<file path="config.mk">
export PLATFORM = sky130hd
export DESIGN_NAME = ma_dispatch
export DESIGN_NICKNAME = d
export VERILOG_FILES = /design/src/rtl/ma_pkg.sv /design/src/rtl/ma_cmd_fifo.sv /design/src/rtl/ma_dispatch.sv
export SDC_FILE = /design/constraint.sdc
export NUM_CORES = 1
export LEC_CHECK = 0
export ABC_AREA = 1
export CAP_MARGIN = 20
export CORE_ASPECT_RATIO = 1.25
export CORE_UTILIZATION = 59
export DETAILED_ROUTE_END_ITERATION = 8
export PLACE_DENSITY = 0.88
export SKIP_CTS_REPAIR_TIMING = 1
export SLEW_MARGIN = 25
export SYNTH_ARGS = -nofsm -noshare
export SYNTH_HDL_FRONTEND = slang
export SYNTH_SLANG_ARGS = --single-unit
</file>
<file path="constraint.sdc">
create_clock -name clk -period 4.41 [get_ports clk]
set_input_delay 0.6615 -clock clk [delete_from_list [all_inputs] [get_ports clk]]
set_output_delay 0.6615 -clock clk [all_outputs]
set_load 0.05 [all_outputs]
</file>
<file path="src/rtl/ma_pkg.sv">
// ma_pkg: shared types and constants for the memory-access dispatcher.
//   ma_disp_state_e : dispatcher FSM states
//   ma_cmd_t        : one queued load/store command
//   CH_*            : channel slots in the internal channel vectors
//                     (VRF load, VRF store, then one slot per MRF bank)
package ma_pkg;

    localparam int MA_ROW_BYTES     = 128;
    localparam int MA_VRF_ADDRWIDTH = 10;
    localparam int MA_ARF_ADDRWIDTH = 5;
    localparam int MA_ARF_DATAWIDTH = 36;

    localparam int CH_VRF_LD   = 0;
    localparam int CH_VRF_ST   = 1;
    localparam int CH_MRF_BASE = 2;

    typedef enum logic [2:0] {
        ST_IDLE      = 3'd0,
        ST_ARF_WAIT  = 3'd1,
        ST_ISSUE     = 3'd2,
        ST_WAIT_DONE = 3'd3,
        ST_DONE      = 3'd4
    } ma_disp_state_e;

    typedef struct packed {
        logic                        select_v_m;
        logic                        load_or_store;
        logic [MA_VRF_ADDRWIDTH-1:0] v_m_reg;
        logic [MA_ARF_ADDRWIDTH-1:0] a_reg;
        logic [MA_ARF_DATAWIDTH-1:0] a_offset;
    } ma_cmd_t;

endpackage

</file>
<file path="src/rtl/ma_cmd_fifo.sv">
// ma_cmd_fifo: synchronous FIFO of ma_cmd_t commands.
//   clk, rst_n  : clock, async active-low reset (empties the queue)
//   push, wdata : write request / command; ignored while full
//   pop, rdata  : read request / head command (show-ahead); ignored while empty
//   full, empty : occupancy flags, derived from registered pointers only
module ma_cmd_fifo
    import ma_pkg::*;
#(
    parameter int DEPTH = 4
) (
    input  logic    clk,
    input  logic    rst_n,
    input  logic    push,
    input  ma_cmd_t wdata,
    input  logic    pop,
    output ma_cmd_t rdata,
    output logic    full,
    output logic    empty
);
    localparam int PW = $clog2(DEPTH);

    ma_cmd_t        mem_r [DEPTH];
    logic [PW:0]    wptr_r;
    logic [PW:0]    rptr_r;
    logic           do_push_s;
    logic           do_pop_s;

    // Extra pointer MSB distinguishes full from empty when indices match.
    assign full      = (wptr_r[PW] != rptr_r[PW]) && (wptr_r[PW-1:0] == rptr_r[PW-1:0]);
    assign empty     = (wptr_r == rptr_r);
    assign do_push_s = push && !full;
    assign do_pop_s  = pop && !empty;
    assign rdata     = mem_r[rptr_r[PW-1:0]];

    // Pointer and storage update.
    always_ff @(posedge clk or negedge rst_n) begin
        if (!rst_n) begin
            wptr_r <= '0;
            rptr_r <= '0;
            for (int i = 0; i < DEPTH; i++) begin
                mem_r[i] <= '0;
            end
        end else begin
            if (do_push_s) begin
                mem_r[wptr_r[PW-1:0]] <= wdata;
                wptr_r                <= wptr_r + 1'b1;
            end
            if (do_pop_s) begin
                rptr_r <= rptr_r + 1'b1;
            end
        end
    end

endmodule

</file>
<file path="src/rtl/ma_dispatch.sv">
// ma_dispatch: memory-access front end. Queues load/store commands, resolves
// the base address through the ARF, fans the command out to the MRF bank
// channels (matrix) or one VRF channel (vector) and pulses ma_done_o once
// every issued channel has been accepted and has reported done.
//   ma_ddr4_calib_complete_i / ma_ddr4_linkup_o : calibration gate
//   cmd_*                   : command offer from the decoder
//   ma_done_o / ma_busy_o   : completion pulse / activity flag
//   arf_*                   : ARF read port (1-cycle latency)
//   mrf_*                   : per-bank datamover channels
//   vrf_*                   : VRF load/store datamover channels
module ma_dispatch
    import ma_pkg::*;
#(
    parameter int NUM_OF_DDR4      = 4,
    parameter int NUM_MRF_BANKS    = 4,
    parameter int DDR4_ADDRWIDTH   = 36,
    parameter int ARF_ADDRWIDTH    = MA_ARF_ADDRWIDTH,
    parameter int ARF_DATAWIDTH    = DDR4_ADDRWIDTH,
    parameter int VRF_ADDRWIDTH    = MA_VRF_ADDRWIDTH,
    parameter int MRF_ADDRWIDTH    = 6,
    parameter int BYTE_TRANS_WIDTH = 15,
    parameter int ROW_BYTES        = MA_ROW_BYTES,
    parameter int CMD_FIFO_DEPTH   = 4
) (
    input  logic                                    clk,
    input  logic                                    rst_n,
    input  logic [NUM_OF_DDR4-1:0]                  ma_ddr4_calib_complete_i,
    output logic                                    ma_ddr4_linkup_o,
    input  logic                                    cmd_valid_i,
    output logic                                    cmd_ready_o,
    input  logic                                    cmd_select_v_m_i,
    input  logic                                    cmd_v_load_or_store_i,
    input  logic [VRF_ADDRWIDTH-1:0]                cmd_v_m_reg_i,
    input  logic [ARF_ADDRWIDTH-1:0]                cmd_a_reg_i,
    input  logic [ARF_DATAWIDTH-1:0]                cmd_a_offset_i,
    output logic                                    ma_done_o,
    output logic                                    ma_busy_o,
    output logic                                    arf_en_o,
    output logic                                    arf_we_o,
    output logic [ARF_ADDRWIDTH-1:0]                arf_addr_o,
    input  logic [ARF_DATAWIDTH-1:0]                arf_dout_i,
    output logic [NUM_MRF_BANKS-1:0]                mrf_cmd_valid_o,
    input  logic [NUM_MRF_BANKS-1:0]                mrf_cmd_ready_i,
    output logic [NUM_MRF_BANKS*DDR4_ADDRWIDTH-1:0] mrf_cmd_addr_o,
    output logic [BYTE_TRANS_WIDTH-1:0]             mrf_cmd_btt_o,
    input  logic [NUM_MRF_BANKS-1:0]                mrf_done_i,
    output logic                                    vrf_ld_cmd_valid_o,
    output logic                                    vrf_st_cmd_valid_o,
    input  logic                                    vrf_ld_cmd_ready_i,
    input  logic                                    vrf_st_cmd_ready_i,
    output logic [DDR4_ADDRWIDTH-1:0]               vrf_cmd_addr_o,
    output logic [VRF_ADDRWIDTH-1:0]                vrf_cmd_bram_addr_o,
    output logic [BYTE_TRANS_WIDTH-1:0]             vrf_cmd_btt_o,
    input  logic                                    vrf_ld_done_i,
    input  logic                                    vrf_st_done_i
);
    localparam int NCH        = NUM_MRF_BANKS + CH_MRF_BASE;
    localparam int BANK_BYTES = ROW_BYTES * (2 ** MRF_ADDRWIDTH);
    localparam logic [DDR4_ADDRWIDTH-1:0]   BANK_STRIDE = DDR4_ADDRWIDTH'(BANK_BYTES);
    localparam logic [BYTE_TRANS_WIDTH-1:0] MRF_BTT     = BYTE_TRANS_WIDTH'(BANK_BYTES);
    localparam logic [BYTE_TRANS_WIDTH-1:0] VRF_BTT     = BYTE_TRANS_WIDTH'(ROW_BYTES);

    ma_disp_state_e                              state_r, state_next_s;
    logic                                        linkup_r;
    logic                                        sel_r, ls_r;
    logic [VRF_ADDRWIDTH-1:0]                    vreg_r;
    logic [ARF_DATAWIDTH-1:0]                    offset_r;
    logic [NCH-1:0]                              pending_r, valid_r, accepted_r, done_r;
    logic [NCH-1:0]                              ready_s, done_in_s, accept_s;
    logic [NCH-1:0]                              accepted_next_s, done_next_s, mask_s;
    logic [NUM_MRF_BANKS-1:0][DDR4_ADDRWIDTH-1:0] mrf_addr_r, bank_addr_s;
    logic [DDR4_ADDRWIDTH-1:0]                   base_s, vrf_addr_r;
    logic [VRF_ADDRWIDTH-1:0]                    vrf_bram_r;
    logic [BYTE_TRANS_WIDTH-1:0]                 mrf_btt_r, vrf_btt_r;
    logic                                        ma_done_r;
    logic                                        pop_s, fifo_full_s, fifo_empty_s;
    ma_cmd_t                                     cmd_in_s, head_s;

    assign cmd_in_s = '{select_v_m:    cmd_select_v_m_i,
                        load_or_store: cmd_v_load_or_store_i,
                        v_m_reg:       cmd_v_m_reg_i,
                        a_reg:         cmd_a_reg_i,
                        a_offset:      cmd_a_offset_i};

    ma_cmd_fifo #(.DEPTH(CMD_FIFO_DEPTH)) u_cmd_fifo (
        .clk   (clk),
        .rst_n (rst_n),
        .push  (cmd_valid_i),
        .wdata (cmd_in_s),
        .pop   (pop_s),
        .rdata (head_s),
        .full  (fifo_full_s),
        .empty (fifo_empty_s)
    );

    // Channel vectors: slot 0 VRF load, slot 1 VRF store, slots 2.. MRF banks.
    assign ready_s   = {mrf_cmd_ready_i, vrf_st_cmd_ready_i, vrf_ld_cmd_ready_i};
    assign done_in_s = {mrf_done_i, vrf_st_done_i, vrf_ld_done_i};

    assign cmd_ready_o         = !fifo_full_s;
    assign ma_busy_o           = !fifo_empty_s || (state_r != ST_IDLE);
    assign ma_ddr4_linkup_o    = linkup_r;
    assign ma_done_o           = ma_done_r;
    assign arf_en_o            = pop_s;
    assign arf_we_o            = 1'b0;
    assign arf_addr_o          = pop_s ? head_s.a_reg : '0;
    assign mrf_cmd_valid_o     = valid_r[NCH-1:CH_MRF_BASE];
    assign mrf_cmd_addr_o      = mrf_addr_r;
    assign mrf_cmd_btt_o       = mrf_btt_r;
    assign vrf_ld_cmd_valid_o  = valid_r[CH_VRF_LD];
    assign vrf_st_cmd_valid_o  = valid_r[CH_VRF_ST];
    assign vrf_cmd_addr_o      = vrf_addr_r;
    assign vrf_cmd_bram_addr_o = vrf_bram_r;
    assign vrf_cmd_btt_o       = vrf_btt_r;

    // Base address, channel mask and per-bank addresses for the command in flight.
    always_comb begin
        base_s = arf_dout_i + offset_r;
        mask_s = '0;
        if (sel_r) begin
            mask_s[NCH-1:CH_MRF_BASE] = '1;
        end else if (ls_r) begin
            mask_s[CH_VRF_ST] = 1'b1;
        end else begin
            mask_s[CH_VRF_LD] = 1'b1;
        end
        for (int b = 0; b < NUM_MRF_BANKS; b++) begin
            bank_addr_s[b] = base_s + DDR4_ADDRWIDTH'(b) * BANK_STRIDE;
        end
    end

    // Handshake bookkeeping and FSM next state. A done pulse only counts for a
    // pending channel accepted earlier or in this very cycle.
    always_comb begin
        pop_s           = 1'b0;
        state_next_s    = state_r;
        accept_s        = valid_r & ready_s;
        accepted_next_s = accepted_r | accept_s;
        done_next_s     = done_r | (done_in_s & pending_r & accepted_next_s);
        case (state_r)
            ST_IDLE: begin
                if (!fifo_empty_s && linkup_r) begin
                    pop_s        = 1'b1;
                    state_next_s = ST_ARF_WAIT;
                end else begin
                    state_next_s = ST_IDLE;
                end
            end
            ST_ARF_WAIT: state_next_s = ST_ISSUE;
            ST_ISSUE: begin
                if (done_next_s == pending_r) begin
                    state_next_s = ST_DONE;
                end else if (accepted_next_s == pending_r) begin
                    state_next_s = ST_WAIT_DONE;
                end else begin
                    state_next_s = ST_ISSUE;
                end
            end
            ST_WAIT_DONE: begin
                if (done_next_s == pending_r) begin
                    state_next_s = ST_DONE;
                end else begin
                    state_next_s = ST_WAIT_DONE;
                end
            end
            ST_DONE: state_next_s = ST_IDLE;
            default: state_next_s = ST_IDLE;
        endcase
    end

    // FSM state, linkup register and completion pulse.
    always_ff @(posedge clk or negedge rst_n) begin
        if (!rst_n) begin
            state_r   <= ST_IDLE;
            linkup_r  <= 1'b0;
            ma_done_r <= 1'b0;
        end else begin
            state_r   <= state_next_s;
            linkup_r  <= &ma_ddr4_calib_complete_i;
            ma_done_r <= (state_next_s == ST_DONE);
        end
    end

    // Command capture, channel tracking and datamover command registers.
    always_ff @(posedge clk or negedge rst_n) begin
        if (!rst_n) begin
            sel_r      <= 1'b0;
            ls_r       <= 1'b0;
            vreg_r     <= '0;
            offset_r   <= '0;
            pending_r  <= '0;
            valid_r    <= '0;
            accepted_r <= '0;
            done_r     <= '0;
            mrf_addr_r <= '0;
            mrf_btt_r  <= '0;
            vrf_addr_r <= '0;
            vrf_bram_r <= '0;
            vrf_btt_r  <= '0;
        end else begin
            case (state_r)
                ST_IDLE: begin
                    if (pop_s) begin
                        sel_r    <= head_s.select_v_m;
                        ls_r     <= head_s.load_or_store;
                        vreg_r   <= head_s.v_m_reg;
                        offset_r <= head_s.a_offset;
                    end
                end
                ST_ARF_WAIT: begin
                    pending_r  <= mask_s;
                    valid_r    <= mask_s;
                    accepted_r <= '0;
                    done_r     <= '0;
                    if (sel_r) begin
                        mrf_addr_r <= bank_addr_s;
                        mrf_btt_r  <= MRF_BTT;
                    end else begin
                        vrf_addr_r <= base_s;
                        vrf_bram_r <= vreg_r;
                        vrf_btt_r  <= VRF_BTT;
                    end
                end
                ST_ISSUE: begin
                    valid_r    <= valid_r & ~accept_s;
                    accepted_r <= accepted_next_s;
                    done_r     <= done_next_s;
                end
                ST_WAIT_DONE: begin
                    done_r <= done_next_s;
                end
                default: begin
                    valid_r <= '0;
                end
            endcase
        end
    end

endmodule

</file>
==> results.toml, run 1 <==
[routing]
post_drt_wl_per_cell_um = 18.3
first_iter_violations = 2255
drt_wl_total_um = 67900
ant_nets = 0
drc_errors = 0
dr_wl_met3_um = 4370
vias_per_cell = 5.65
vias = 20900
wl_met1_um = 25900
wl_met2_um = 33800
first_pass_iters = 6
top_layer = "met5"

[power]
leakage_nw = 13.4
pwr_density_cell_nw_per_um2 = 919
ir_drop_mv = 0.565
finalPower_mw = 25.3

[clocking]
clock_tree.root_cell = "clkbuf_16"
clk-insertion-delay-late_ns = 0.58
cts.sinks = 443
clock_path_buffers = 3
cts_tree = "done"
htree_levels = 2
path_clk_slew_ns = 0.06
cts_buffers = 42

[place]
dp_hpwl_um = 47200
finalWeightedCongestion = 1.06
port_buffers = 315
place_area_um2 = 26000

[die]
dieArea_um2 = 39300
core-area_um2 = 38000
die_h_um = 221
pin_count = 345
num_rows = 80
initial_core_util_pct = 59.7
die_x_um = 178

[critical_path]
cp.required_ns = 3.75
cpPeakStageDelay_ns = 0.85
critical_path.cell_chain = "xor2_1 -> a21oi_1 -> nand2_1 -> nand2_1 -> a21oi_1 -> clkdlybuf4s50_1"
crit_arrival_ns = 3.27
crit_fanout = 42
reg2regPathDepth = 16
cp-end-kind = "output pin"
cpMaxStageDelayCell = "clkdlybuf4s50_1"
crit_type = "reg2out"
r2r-start = "offset_r[8]"
crit_path_end = "arf_addr_o[2]"
crit_family = "buffers and inverters"
start_kind = "register"
rr_endpoint = "mrf_cmd_addr_o[142]"
crit_start = "u_cmd_fifo.rptr_r[0]"
path_buf_inv = 1
rrSetupSlack_ns = 1.09
crit_cells = 6

[grt]
grt_max_degree = 117
grt_overflow = 0
grt_pass1_vias = 20100
track_usage_pct = 34.9
antenna_found_initial = 4
grt_pass1_wl_um = 107000

[yosys]
syn-cell-area_um2 = 22700
synthArstFlopShare_pct = 100
syn_avg_cell_area_um2 = 7.71
yosysUniqueCellTypes = 49
synthesis.instances = 2947
ys.flop_type = "dfrtp_1"
synth-edff-count = 0
ys_seq_elements = 443
synth_seq_area_share_pct = 48.8
ys_warn_count = 0

[finish]
drive_above_1_share_pct = 6.26
syn_to_final_growth_pct = 21.1
stdcell_area_um2 = 27500
fin_util_pct = 72.3
nFillCells = 2844
layout.nets = 3329

[timing]
worst_slew_pin_slew_ns = 0.985
rsz0062_at_grt = "no"
finalClockSkew_ns = 0.0309
period_share_pct = 89.2
setup_viol = 0
slew_headroom_pct = 34.3
tns_ns = 0
fmax_ghz = 0.254
slew_viol_final = 0
min_period_ns = 3.93
hold_violations = 0
hold_ws_ns = 0.195

[worst_hold_path]
hp-class = "in2async"

[flow_run]
drv_cap = 0

[status]
status = "finished clean"
power breakdown:
group	total (mW)	switching, mW	internal (mW)
clock	3.96	1.63	2.33
sequential	7.38	1.39	5.99
combinational	14.0	9.69	4.27
total	25.3	12.7	12.6
placed cells by master (no fill, tap or decap), types with 25 or more instances in the layout:
master	n
inv_1	275
nand4_1	27
dfrtp_1	441
nand2_1	832
nand3_1	95
a31oi_1	49
o21ai_0	413
a21oi_1	39
clkdlybuf4s50_1	313
nor2_1	359
clkbuf_16	42
conb_1	29
nand2_2	25
ha_1	44
metal layers:
metal  track usage, %  up-vias
li1                 -     9761
met1             43.0     9935
met2             59.1     1005
met3             4.16      213
met4             19.4        2
met5                0        -
synth_stat cells (27+ instances only):
master | n | area share [%]
nand4_1 | 27 | 0.74
ha_1 | 44 | 2.4
buf_4 | 70 | 2.3
a31oi_1 | 49 | 1.3
o21ai_0 | 413 | 9.1
inv_1 | 277 | 4.6
nor2_1 | 360 | 5.9
nand2_1 | 836 | 14
dfrtp_1 | 443 | 49
a21oi_1 | 39 | 0.86
clkbuf_1 | 89 | 1.5
nand3_1 | 95 | 2.1
sequential cells by signal, indices dropped and copies added, names as in the netlist:
name and cells:
mrf_cmd_addr_o 103, valid_r 6, ma_ddr4_linkup_o 1, u_cmd_fifo.rptr_r 3
pending_r 3, accepted_r 6, offset_r 36, sel_r 1
mrf_cmd_btt_o 1, u_cmd_fifo.wptr_r 3, u_cmd_fifo.mem_r 212, vrf_cmd_bram_addr_o 10
vreg_r 10, done_r 6, ls_r 1, vrf_cmd_btt_o 1
vrf_cmd_addr_o 36, state_r 3, ma_done_o 1
how the worst min path moves through the flow:
stage / depth (start not counted) / startpoint / end / slack, ns
after floorplan: 0 / rst_n / accepted_r[0] / 0.37
after global placement: 1 / mrf_cmd_btt_o[13] / mrf_cmd_btt_o[13] / 0.45
after detailed placement: 1 / mrf_cmd_btt_o[13] / mrf_cmd_btt_o[13] / 0.46
after CTS: 1 / rst_n / mrf_cmd_addr_o[18] / 0.23
after global routing: 1 / rst_n / vrf_cmd_addr_o[13] / 0.28
final: 1 / rst_n / mrf_cmd_addr_o[18] / 0.19
cell type report:
class	instances	area (um2)	area share, %
Sequential cell	443	11100	40.3
Multi-Input combinational cell	2055	9690	35.2
Timing Repair Buffer	345	3480	12.7
Clock buffer	56	1220	4.45
Inverter	289	1090	3.96
Tap cell	492	616	2.24
Clock inverter	21	315	1.15
Antenna cell	3	7.51	0.0273
kinds of logic (layout without fill, tap and decap cells):
| logic type | Yosys count | count (layout) | share of synthesized area, % |
|---|---|---|---|
| compound gates | 553 | 553 | 13.0 |
| xor+xnor | 29 | 29 | 1.23 |
| fa+ha+maj | 45 | 45 | 2.51 |
| buf+inv | 477 | 711 | 9.14 |
| flops | 443 | 443 | 48.8 |
| other cells | 1 | 32 | 0.0165 |
| simple gates | 1399 | 1399 | 25.3 |
through the flow:
step	cells	setup slack (ns)
after global routing	3704	0.435
after CTS	3701	0.521
after detailed placement	3624	0.459
after global placement	3624	0.484
after floorplan	2975	1.24
final	3704	0.478
Note: power is estimated with default switching activity, not from simulation.
==> run 2: changes to the inputs <==
--- a/config.mk
+++ b/config.mk
@@ -11,7 +11,6 @@
 export CORE_UTILIZATION = 59
 export DETAILED_ROUTE_END_ITERATION = 8
 export PLACE_DENSITY = 0.88
-export SKIP_CTS_REPAIR_TIMING = 1
 export SLEW_MARGIN = 25
 export SYNTH_ARGS = -nofsm -noshare
 export SYNTH_HDL_FRONTEND = slang
==> results of run 2 <==
The final DEF is identical to that of run 1; final timing and power are the same.
==> run 3: changes to the inputs <==
--- a/config.mk
+++ b/config.mk
@@ -8,6 +8,7 @@
 export ABC_AREA = 1
 export CAP_MARGIN = 20
 export CORE_ASPECT_RATIO = 1.25
+export CORE_MARGIN = 2
 export CORE_UTILIZATION = 59
 export DETAILED_ROUTE_END_ITERATION = 8
 export PLACE_DENSITY = 0.88
==> run 3 against run 2 <==
Register-to-register slack about the same. Clock skew down 0.0040 ns. Largest power group unchanged. Critical endpoint is now arf_addr_o[3]. Worst setup slack worse by 0.085 ns. Clock power up 2%. Routed wire length up 2.0%. Count of clock-buffer cells in the layout up 2. Final area about the same.
==> results.toml, run 3 (synthesis results as in run 1) <==
[status]
status = "finished clean"

[power]
leakage_nw = 13.4
pwr_density_cell_nw_per_um2 = 923
ir_drop_mv = 0.550
finalPower_mw = 25.4

[clocking]
cts_buffers = 43
cts_resized = 0
post_cts_buffers = 0
clk-insertion-delay-late_ns = 0.58
path_clk_slew_ns = 0.07
htree_levels = 2
clock_tree.root_cell = "clkbuf_16"
clock_path_buffers = 3
cts.sinks = 443
cts_hold_buf = 0
cts_tree = "done"

[place]
finalWeightedCongestion = 0.944
dp_slack_ns = 0.410
port_buffers = 315
placedCellCount = 3628
dp_hpwl_um = 48700
place_area_um2 = 26000

[die]
initial_core_util_pct = 59.7
core-area_um2 = 38000
die_x_um = 180
dieArea_um2 = 40100
pin_count = 345
num_rows = 80
die_h_um = 223

[finish]
final_common_cell = "nand2_1"
drive_above_1_share_pct = 6.13
fin_util_pct = 72.4
multiInputGateArea_um2 = 9670
nFillCells = 2886
syn_to_final_growth_pct = 21.2
layout.nets = 3334
top_register = "u_cmd_fifo.mem_r"
final-seq-area_um2 = 11100
largest_register_ffs = 212
final_cell_mix = "nand2_1, dfrtp_1, o21ai_0"
stdcell_area_um2 = 27500
fin_cells = 3709

[grt]
track_usage_pct = 34.1
grt_overflow = 0
grt_max_degree = 109
antenna_found_initial = 5
grt_pass1_wl_um = 109000
grt_pass1_vias = 20400

[timing]
worst_slew_pin_slew_ns = 0.960
period_share_pct = 91.1
fmax_ghz = 0.249
tns_ns = 0
hold_violations = 0
final.setup.worst_slack_ns = 0.393
setup_viol = 0
hold_ws_ns = 0.139
rsz0062_at_grt = "no"
finalClockSkew_ns = 0.0269
slew_viol_final = 0
slew_headroom_pct = 36.0
min_period_ns = 4.02

[routing]
drt_wl_total_um = 69300
vias_per_cell = 5.70
first_iter_violations = 1876
drc_errors = 0
vias = 21100
post_drt_wl_per_cell_um = 18.7
first_pass_iters = 6
ant_nets = 0

[critical_path]
r2r-start = "offset_r[8]"
cp.required_ns = 3.75
start_kind = "register"
crit_start = "u_cmd_fifo.rptr_r[1]"
crit_fanout = 21
crit_type = "reg2out"
reg2regPathDepth = 17
cp-end-kind = "output pin"
crit_arrival_ns = 3.36

[worst_hold_path]
hp-class = "in2async"

[flow_run]
drv_cap = 0
[run 3: cell types whose count changed in the layout (fill, tap and decap cells not counted), moves of 2 or more]
| cell | previous run | this run |
|---|---|---|
| clkbuf_8 | 12 | 6 |
| clkbuf_1 | 2 | 9 |
| inv_6 | 1 | 3 |
| clkinv_2 | 9 | 4 |
| diode_2 | 3 | 5 |
| buf_4 | 22 | 26 |
| bufinv_16 | 6 | 8 |
[run 3: final timing paths]
| path | to | slack (ns) |
|---|---|---|
| setup / recovery | arf_addr_o[3] | 0.39 |
| setup reg to reg | mrf_cmd_addr_o[63] | 1.08 |
| min in group clk | vrf_cmd_btt_o[7] | 0.47 |
| hold reg to reg | vrf_cmd_btt_o[7] | 0.47 |
| hold / removal | mrf_cmd_addr_o[51] | 0.14 |
| max in group asynchronous | u_cmd_fifo.mem_r[101] | 3.13 |
[run 3: layer usage]
metal	vias up	track usage [%]	share of wire (%)
li1	9772	-	-
met1	10100	40.4	37
met2	1054	60.6	51
met3	201	4.90	7.0
met4	0	17.4	5.4
met5	-	0	0
[run 3: critical path: stages, from the launching register on]
cell             delay, ns
dfrtp_2               0.70
inv_2                 0.25
nand2_1               0.13
a21oi_1               0.16
nand2_1               0.10
nand2_1               0.30
a21oi_1               0.28
clkdlybuf4s50_1       0.84
[run 3: final cells by class]
cell class,count,share of cell area (%)
sequential,443,40.3
inverter,289,3.95
clock buffer,58,4.33
antenna,5,0.0454
multi-input combinational,2055,35.1
tap,492,2.24
timing repair buffer,349,12.8
clock inverter,18,1.24
[run 3: power breakdown]
part	switching, mW	internal, mW
clock	1.64	2.39
combinational	9.70	4.27
sequential	1.42	5.99
total	12.8	12.7
